## src/rtl/bus_deserializer_if.sv

```systemverilog
// Serial receive lane bundle between the serial source and bus_deserializer.
// The source side drives the serial stream; the deserializer side returns the framed words.
interface bus_deserializer_if #(
    parameter int unsigned DATA_WIDTH = 8
);
    logic                  serial_in;
    logic                  serial_valid;
    logic                  resync;
    logic [DATA_WIDTH-1:0] parallel_data;
    logic                  data_valid;
    logic                  sync_det;
    logic                  locked;

    modport master (
        output serial_in, serial_valid, resync,
        input  parallel_data, data_valid, sync_det, locked
    );

    modport slave (
        input  serial_in, serial_valid, resync,
        output parallel_data, data_valid, sync_det, locked
    );
endinterface

```

## src/rtl/bus_deserializer.sv

```systemverilog
// MSB-first serial-to-parallel receiver: hunts for SYNC_WORD, then emits one word per DATA_WIDTH bits.
// Any valid gap or resync drops alignment and restarts the hunt.
module bus_deserializer #(
    parameter int unsigned             DATA_WIDTH = 8,
    parameter logic [DATA_WIDTH-1:0]   SYNC_WORD  = DATA_WIDTH'(8'hA5)
) (
    input  logic              clk,
    input  logic              rst,
    bus_deserializer_if.slave bus
);
    localparam int unsigned           CNT_W    = $clog2(DATA_WIDTH);
    localparam logic [CNT_W-1:0]      CNT_LAST = CNT_W'(DATA_WIDTH - 1);

    typedef enum logic {
        HUNT,
        LOCKED
    } state_t;

    state_t                state;
    logic [DATA_WIDTH-1:0] shift_reg;
    logic [CNT_W-1:0]      fill_cnt;
    logic [CNT_W-1:0]      bit_cnt;
    logic [DATA_WIDTH-1:0] parallel_data;
    logic                  data_valid;
    logic                  sync_det;
    logic                  locked;
    logic [DATA_WIDTH-1:0] next_word;

    assign next_word = {shift_reg[DATA_WIDTH-2:0], bus.serial_in};

    // Alignment FSM, shifter and word output; a dropped stream wins over the sampled bit.
    always_ff @(posedge clk) begin
        if (rst) begin
            state         <= HUNT;
            shift_reg     <= '0;
            fill_cnt      <= '0;
            bit_cnt       <= '0;
            parallel_data <= '0;
            data_valid    <= 1'b0;
            sync_det      <= 1'b0;
            locked        <= 1'b0;
        end else begin
            data_valid <= 1'b0;
            sync_det   <= 1'b0;
            if (bus.resync || !bus.serial_valid) begin
                state     <= HUNT;
                locked    <= 1'b0;
                shift_reg <= '0;
                fill_cnt  <= '0;
                bit_cnt   <= '0;
            end else begin
                shift_reg <= next_word;
                case (state)
                    HUNT: begin
                        if (fill_cnt == CNT_LAST) begin
                            if (next_word == SYNC_WORD) begin
                                state   <= LOCKED;
                                locked  <= 1'b1;
                                bit_cnt <= '0;
                            end
                        end else begin
                            fill_cnt <= fill_cnt + CNT_W'(1);
                        end
                    end
                    LOCKED: begin
                        if (bit_cnt == CNT_LAST) begin
                            parallel_data <= next_word;
                            data_valid    <= 1'b1;
                            sync_det      <= (next_word == SYNC_WORD);
                            bit_cnt       <= '0;
                        end else begin
                            bit_cnt <= bit_cnt + CNT_W'(1);
                        end
                    end
                    default: begin
                        state  <= HUNT;
                        locked <= 1'b0;
                    end
                endcase
            end
        end
    end

    assign bus.parallel_data = parallel_data;
    assign bus.data_valid    = data_valid;
    assign bus.sync_det      = sync_det;
    assign bus.locked        = locked;
endmodule

```

## src/flat_wrapper.sv

```systemverilog
// flat-port wrapper written by rule: the top's interface ports become plain ports
module bus_deserializer_flat 
#(
    parameter int unsigned             DATA_WIDTH = 8,
    parameter logic [DATA_WIDTH-1:0]   SYNC_WORD  = DATA_WIDTH'(8'hA5)
)
  (clk, rst, bus_serial_in, bus_serial_valid, bus_resync, bus_parallel_data, bus_data_valid, bus_sync_det, bus_locked);
  bus_deserializer_if #(.DATA_WIDTH(DATA_WIDTH)) bus_i ();
  input  logic clk;
  input  logic rst;
  input wire logic [$bits(bus_i.serial_in)-1:0] bus_serial_in;
  input wire logic [$bits(bus_i.serial_valid)-1:0] bus_serial_valid;
  input wire logic [$bits(bus_i.resync)-1:0] bus_resync;
  output wire logic [$bits(bus_i.parallel_data)-1:0] bus_parallel_data;
  output wire logic [$bits(bus_i.data_valid)-1:0] bus_data_valid;
  output wire logic [$bits(bus_i.sync_det)-1:0] bus_sync_det;
  output wire logic [$bits(bus_i.locked)-1:0] bus_locked;
  assign bus_i.serial_in = bus_serial_in;
  assign bus_i.serial_valid = bus_serial_valid;
  assign bus_i.resync = bus_resync;
  assign bus_parallel_data = bus_i.parallel_data;
  assign bus_data_valid = bus_i.data_valid;
  assign bus_sync_det = bus_i.sync_det;
  assign bus_locked = bus_i.locked;
  bus_deserializer #(.DATA_WIDTH(DATA_WIDTH), .SYNC_WORD(SYNC_WORD)) u_core (.clk(clk), .rst(rst), .bus(bus_i));
endmodule
```

## config.mk

```make
export PLATFORM = sky130hd
export DESIGN_NAME = bus_deserializer_flat
export DESIGN_NICKNAME = d
export VERILOG_FILES = /design/src/rtl/bus_deserializer_if.sv /design/src/rtl/bus_deserializer.sv /design/src/flat_wrapper.sv
export SDC_FILE = /design/constraint.sdc
export NUM_CORES = 1
export LEC_CHECK = 0
export ABC_AREA = 1
export ABC_CLOCK_PERIOD_IN_PS = 1700
export CELL_PAD_IN_SITES_DETAIL_PLACEMENT = 0
export CELL_PAD_IN_SITES_GLOBAL_PLACEMENT = 1
export CORE_ASPECT_RATIO = 0.75
export CORE_MARGIN = 5
export CORE_UTILIZATION = 25
export CTS_CLUSTER_DIAMETER = 30
export CTS_CLUSTER_SIZE = 10
export DETAILED_ROUTE_END_ITERATION = 8
export PLACE_DENSITY = 0.6
export SETUP_SLACK_MARGIN = 0.1
export SLEW_MARGIN = 20
export SYNTH_ARGS = -nofsm -noshare
export SYNTH_HDL_FRONTEND = slang
export SYNTH_SLANG_ARGS = --single-unit
```

## constraint.sdc

```tcl
create_clock -name clk -period 1.7 [get_ports clk]
set_clock_uncertainty 0.15 [all_clocks]
set_input_delay 0.255 -clock clk [delete_from_list [all_inputs] [get_ports clk]]
set_output_delay 0.255 -clock clk [all_outputs]
set_load 0.05 [all_outputs]
```

==> After elaboration in Yosys (flattened, before gate mapping) <==
Cells that the tools add are included.
Widths: inputs -> output; s select.
{ "word_totals": {"register_bits": 25, "input_bits": 5, "out_inout_bits": 11, "wordCells": 36} }
{ "classes": {"addsub": 2, "eq_ne": 5, "mux": 8, "n_bitwise": 4, "n_reduce_logical": 9} }
{ "ops": {"columns": ["op", "count"], "rows": [
  ["$mux 3", 3],
  ["$eq 8x8->1 const B", 1],
  ["$add 3x1->3 const B", 2],
  ["$eq 3x3->1 const B", 2],
  ["$pmux 3 s2", 1],
  ["$reduce_and 3->1", 2],
  ["$mux 1", 4],
  ["$ne 2x1->1 const B", 2],
  ["$not 1->1", 4],
  ["$reduce_and 2->1", 2],
  ["$reduce_or 4->1", 1],
  ["$reduce_or 3->1", 1],
  ["$reduce_or 2->1", 1],
  ["$logic_not 1->1", 1],
  ["$logic_or 1x1->1", 1]
]} }

==> Logic depth before layout (Yosys ltp) <==
{ "depth": {"depth_word": 4, "mapped_depth": 7} }

==> Least setup slack after synthesis <==
OpenSTA, ideal clock, no wires.
{ "synth_timing": {"path_kind": "flip-flop to flip-flop", "start": "register u_core.bit_cnt[0]", "end": "register u_core.parallel_data[5], in the netlist u_core.bus.parallel_data[5]", "setup_time_ps": 116, "t_arrival_ps": 1140, "t_required_ps": 1434, "path_slack_ps": 294, "stages_incl_launch_ff": 8, "n_path_buf": 1, "path_cell_list": "dfxtp_1 > ha_1 > ha_1 > nand3_4 > inv_4 > buf_8 > o21ai_2 > a21oi_2"} }
{ "synth_between": {"elab_chain_len": 2} }
{ "synth_lines": {"columns": ["item", "line", "rtl"], "rows": [
  ["start: declaration", "bus_deserializer.sv:22", "logic [CNT_W-1:0] bit_cnt;"],
  ["start signal: assignment", "bus_deserializer.sv:72", "bit_cnt <= bit_cnt + CNT_W'(1);"],
  ["$eq 3x3->1", "bus_deserializer.sv:66", "if (bit_cnt == CNT_LAST) begin"],
  ["$reduce_and 3->1 (no line)", null, null],
  ["end signal: assignment", "bus_deserializer.sv:67", "parallel_data <= next_word;"],
  ["end: declaration", "bus_deserializer.sv:23", "logic [DATA_WIDTH-1:0] parallel_data;"]
]} }
No other way between the ends.
A chain may end at the register's enable or synchronous reset.

==> Final worst setup path <==
{ "layout_timing": {"start": "register u_core.bit_cnt[0]", "end": "register u_core.parallel_data[2], in the netlist u_core.bus.parallel_data[2]"} }
The elaborated chain is that of the path after synthesis.

==> impl_metrics.env <==
export IMPL_outcome="finished clean"
export IMPL_switchingPower_uw=196
export IMPL_grt_max_degree=16
export IMPL_synth_main_ff_cell="dfxtp_1"
export IMPL_grt_pass1_wl_mm=2.98
export IMPL_cts_buffers=3
export IMPL_htree_levels=1
export IMPL_drtIter0Drc=37
export IMPL_cts_root_buf="clkbuf_8"
export IMPL_largest_reg_flops=8
export IMPL_clock_sinks=25
export IMPL_rsz0062_at_grt="false"
export IMPL_tightest_slew_ns=0.353
export IMPL_ant_nets=0
export IMPL_synth_area_leaders="dfxtp_1, ha_1, a21oi_1, nand2_1, nor2_1"
export IMPL_finalNonFillerCells=177
export IMPL_synth_edf_count=0
export IMPL_hold_ws_ns=0.301
export IMPL_ctsHoldBuffers=0
export IMPL_crit_path_start_kind="flip-flop"
export IMPL_tritoncts="yes"
export IMPL_core_area_mm2=0.00368
export IMPL_gp_congestion=0.674
export IMPL_slowest_stage="dfxtp_1"
export IMPL_ys_warn_count=0
export IMPL_nets=136
export IMPL_clk_pin_slew_ns=0.08
export IMPL_ioPinCount=16
export IMPL_synthArstFlopShare_pct=0
export IMPL_vdd_drop_max_mv=0.321
export IMPL_overflow=0
export IMPL_p_int_uw=767
export IMPL_combPwrFrac_pct=3.4
export IMPL_crit_fanout=15
export IMPL_syn_area_um2=960
export IMPL_synth_ff_latch_count=25
export IMPL_dieArea_mm2=0.00519
export IMPL_yosysMostFrequentCell="dfxtp_1"
export IMPL_dp_cells=173
export IMPL_relSlewSlack_pct=76.5
export IMPL_diodes=0
export IMPL_postSynthAreaPerCell_um2=9.05
export IMPL_min_path_type="flip-flop to flip-flop"
export IMPL_finalCritPeriodShare_pct=84.9
export IMPL_p_total_uw=963
export IMPL_tns_ns=0
export IMPL_p_seq_share_pct=61.0
export IMPL_cts_resized=0
export IMPL_fp_dieW_um=81.5
export IMPL_area_growth_pct=23.6
export IMPL_ys_seq_area_share_pct=52.2
export IMPL_synth_net_count=116
export IMPL_dpl_cell_area_mm2=0.00114
export IMPL_critPathArrivalTime_ns=1.45
export IMPL_start_util_pct=26.0
export IMPL_drive_gt1_share_pct=26.4
export IMPL_cp_required_ns=1.71
export IMPL_num_rows=19
export IMPL_max_freq_mhz=693
export IMPL_clockBufferDepth=2
export IMPL_finalSetupViolCount=0
export IMPL_synth_common_cells="dfxtp_1, nand2_1, nor2_1"
export IMPL_p_leak_uw=0.000475
export IMPL_end_kind="flip-flop"
export IMPL_period_needed_ns=1.44
export IMPL_die_h_um=63.7
export IMPL_cp_top_family="adder cells"
export IMPL_ff2ff_path_depth=6
export IMPL_drv_cap=0
export IMPL_hold_depth=2
export IMPL_post_cts_buffers=0
export IMPL_wl_mm=1.66
export IMPL_synth_cell_types=20
export IMPL_crit_path_max_incr_delay_ns=0.33
export IMPL_hold_viol=0
export IMPL_port_buffers=15
export IMPL_grt_pass1_vias=691
export IMPL_vias=677
export IMPL_clockPowerShare_pct=35.6
export IMPL_crit_type="flip-flop to flip-flop"
export IMPL_wl_per_cell_um=9.40
export IMPL_syn_inst=106
export IMPL_design_area_mm2=0.00119
export IMPL_worstPathCellList="ha_1 > ha_1 > nand3_4 > inv_4 > o21ai_0 > a21oi_1"
export IMPL_firstDrtPassIters=2
export IMPL_netlist_area_leader_share_pct=52.2
export IMPL_grt_use_total_pct=7.56
export IMPL_critPathMostFrequentCell="ha_1"
export IMPL_dpl_hpwl_mm=1.32
export IMPL_viasPerCell=3.82
export IMPL_path_buf_inv=1
export IMPL_switching_share_pct=20.4
export IMPL_drv_slew=0
export IMPL_crit_cells=6
export IMPL_power_density_mw_per_mm2=812
export IMPL_antenna_found_initial=0
export IMPL_synth_top_area_cell="dfxtp_1"
export IMPL_clock_latency_ns=0.26
export IMPL_drc=0
layer usage:
layer / part of all wire [%] / vias to the layer above / global-route usage, %
met5: 0 / - / 0
met4: 1.6 / 0 / 3.16
met3: 6.1 / 2 / 3.13
met2: 44 / 11 / 11.4
met1: 48 / 286 / 9.37
li1: - / 378 / -
cells in the final DEF, fill, tap and decap left out:
cell	instances
buf_4	14
nand3_1	3
inv_4	1
clkinv_2	1
o21ai_0	6
nor2_1	14
nor2_4	1
nand3_2	1
nand2_1	14
inv_2	3
a21oi_1	11
ha_1	5
dfxtp_1	25
nor2_2	3
nor3_1	1
clkbuf_8	3
nand3_4	1
clkdlybuf4s50_1	4
a21oi_2	3
o21a_1	1
o21ai_2	2
inv_1	8
tightest hold or removal path, delay by kind of cell, from the launching register on:
kind / cells / cell delay [ns]
flip-flops: 1 / 0.31
buffers and inverters: 1 / 0.06
AND/OR/NAND/NOR: 1 / 0.04
power groups by stage:
stage | Combinational [µW] | Clock (µW) | Sequential, µW
3_5_place_dp | 32.9 | 0 | 602
2_1_floorplan | 15.7 | 0 | 602
5_1_grt | 36.2 | 390 | 589
4_1_cts | 33.2 | 368 | 588
3_3_place_gp | 32.7 | 0 | 602
6_report | 32.6 | 343 | 588
area by class of cell:
class / instances / area (µm²)
Fill cell: 397 / 2500
Sequential cell: 25 / 500
Multi-Input combinational cell: 66 / 382
Timing Repair Buffer: 18 / 145
Tap cell: 52 / 65.1
Inverter: 12 / 47.5
Clock buffer: 3 / 41.3
Clock inverter: 1 / 5.00
path summary, 6_finish.rpt:
path / from / end / slack [ns]
setup / recovery: u_core.bit_cnt[0] / u_core.bus.parallel_data[2] / 0.26
setup reg to reg: u_core.bit_cnt[0] / u_core.bus.parallel_data[2] / 0.26
hold reg to reg: u_core.shift_reg[0] / u_core.shift_reg[1] / 0.30
hold / removal: u_core.shift_reg[0] / u_core.shift_reg[1] / 0.30
logic make-up after synthesis:
kind of cell,Yosys count,synth area share (%)
AO/OA/AOI/OAI,23,14.2
adder cells (fa/ha/maj),5,6.52
buffers and inverters,15,8.08
flip-flops,25,52.2
AND/OR/NAND/NOR,38,19.0
stage by stage:
stage | worst slack, ns | utilization, %
2_1_floorplan | 0.294 | -
3_3_place_gp | 0.101 | 30.9
3_5_place_dp | 0.0765 | 30.9
4_1_cts | 0.222 | 32.2
5_1_grt | 0.114 | 32.2
6_report | 0.257 | 32.2
Power figures use the tool's default switching activity.
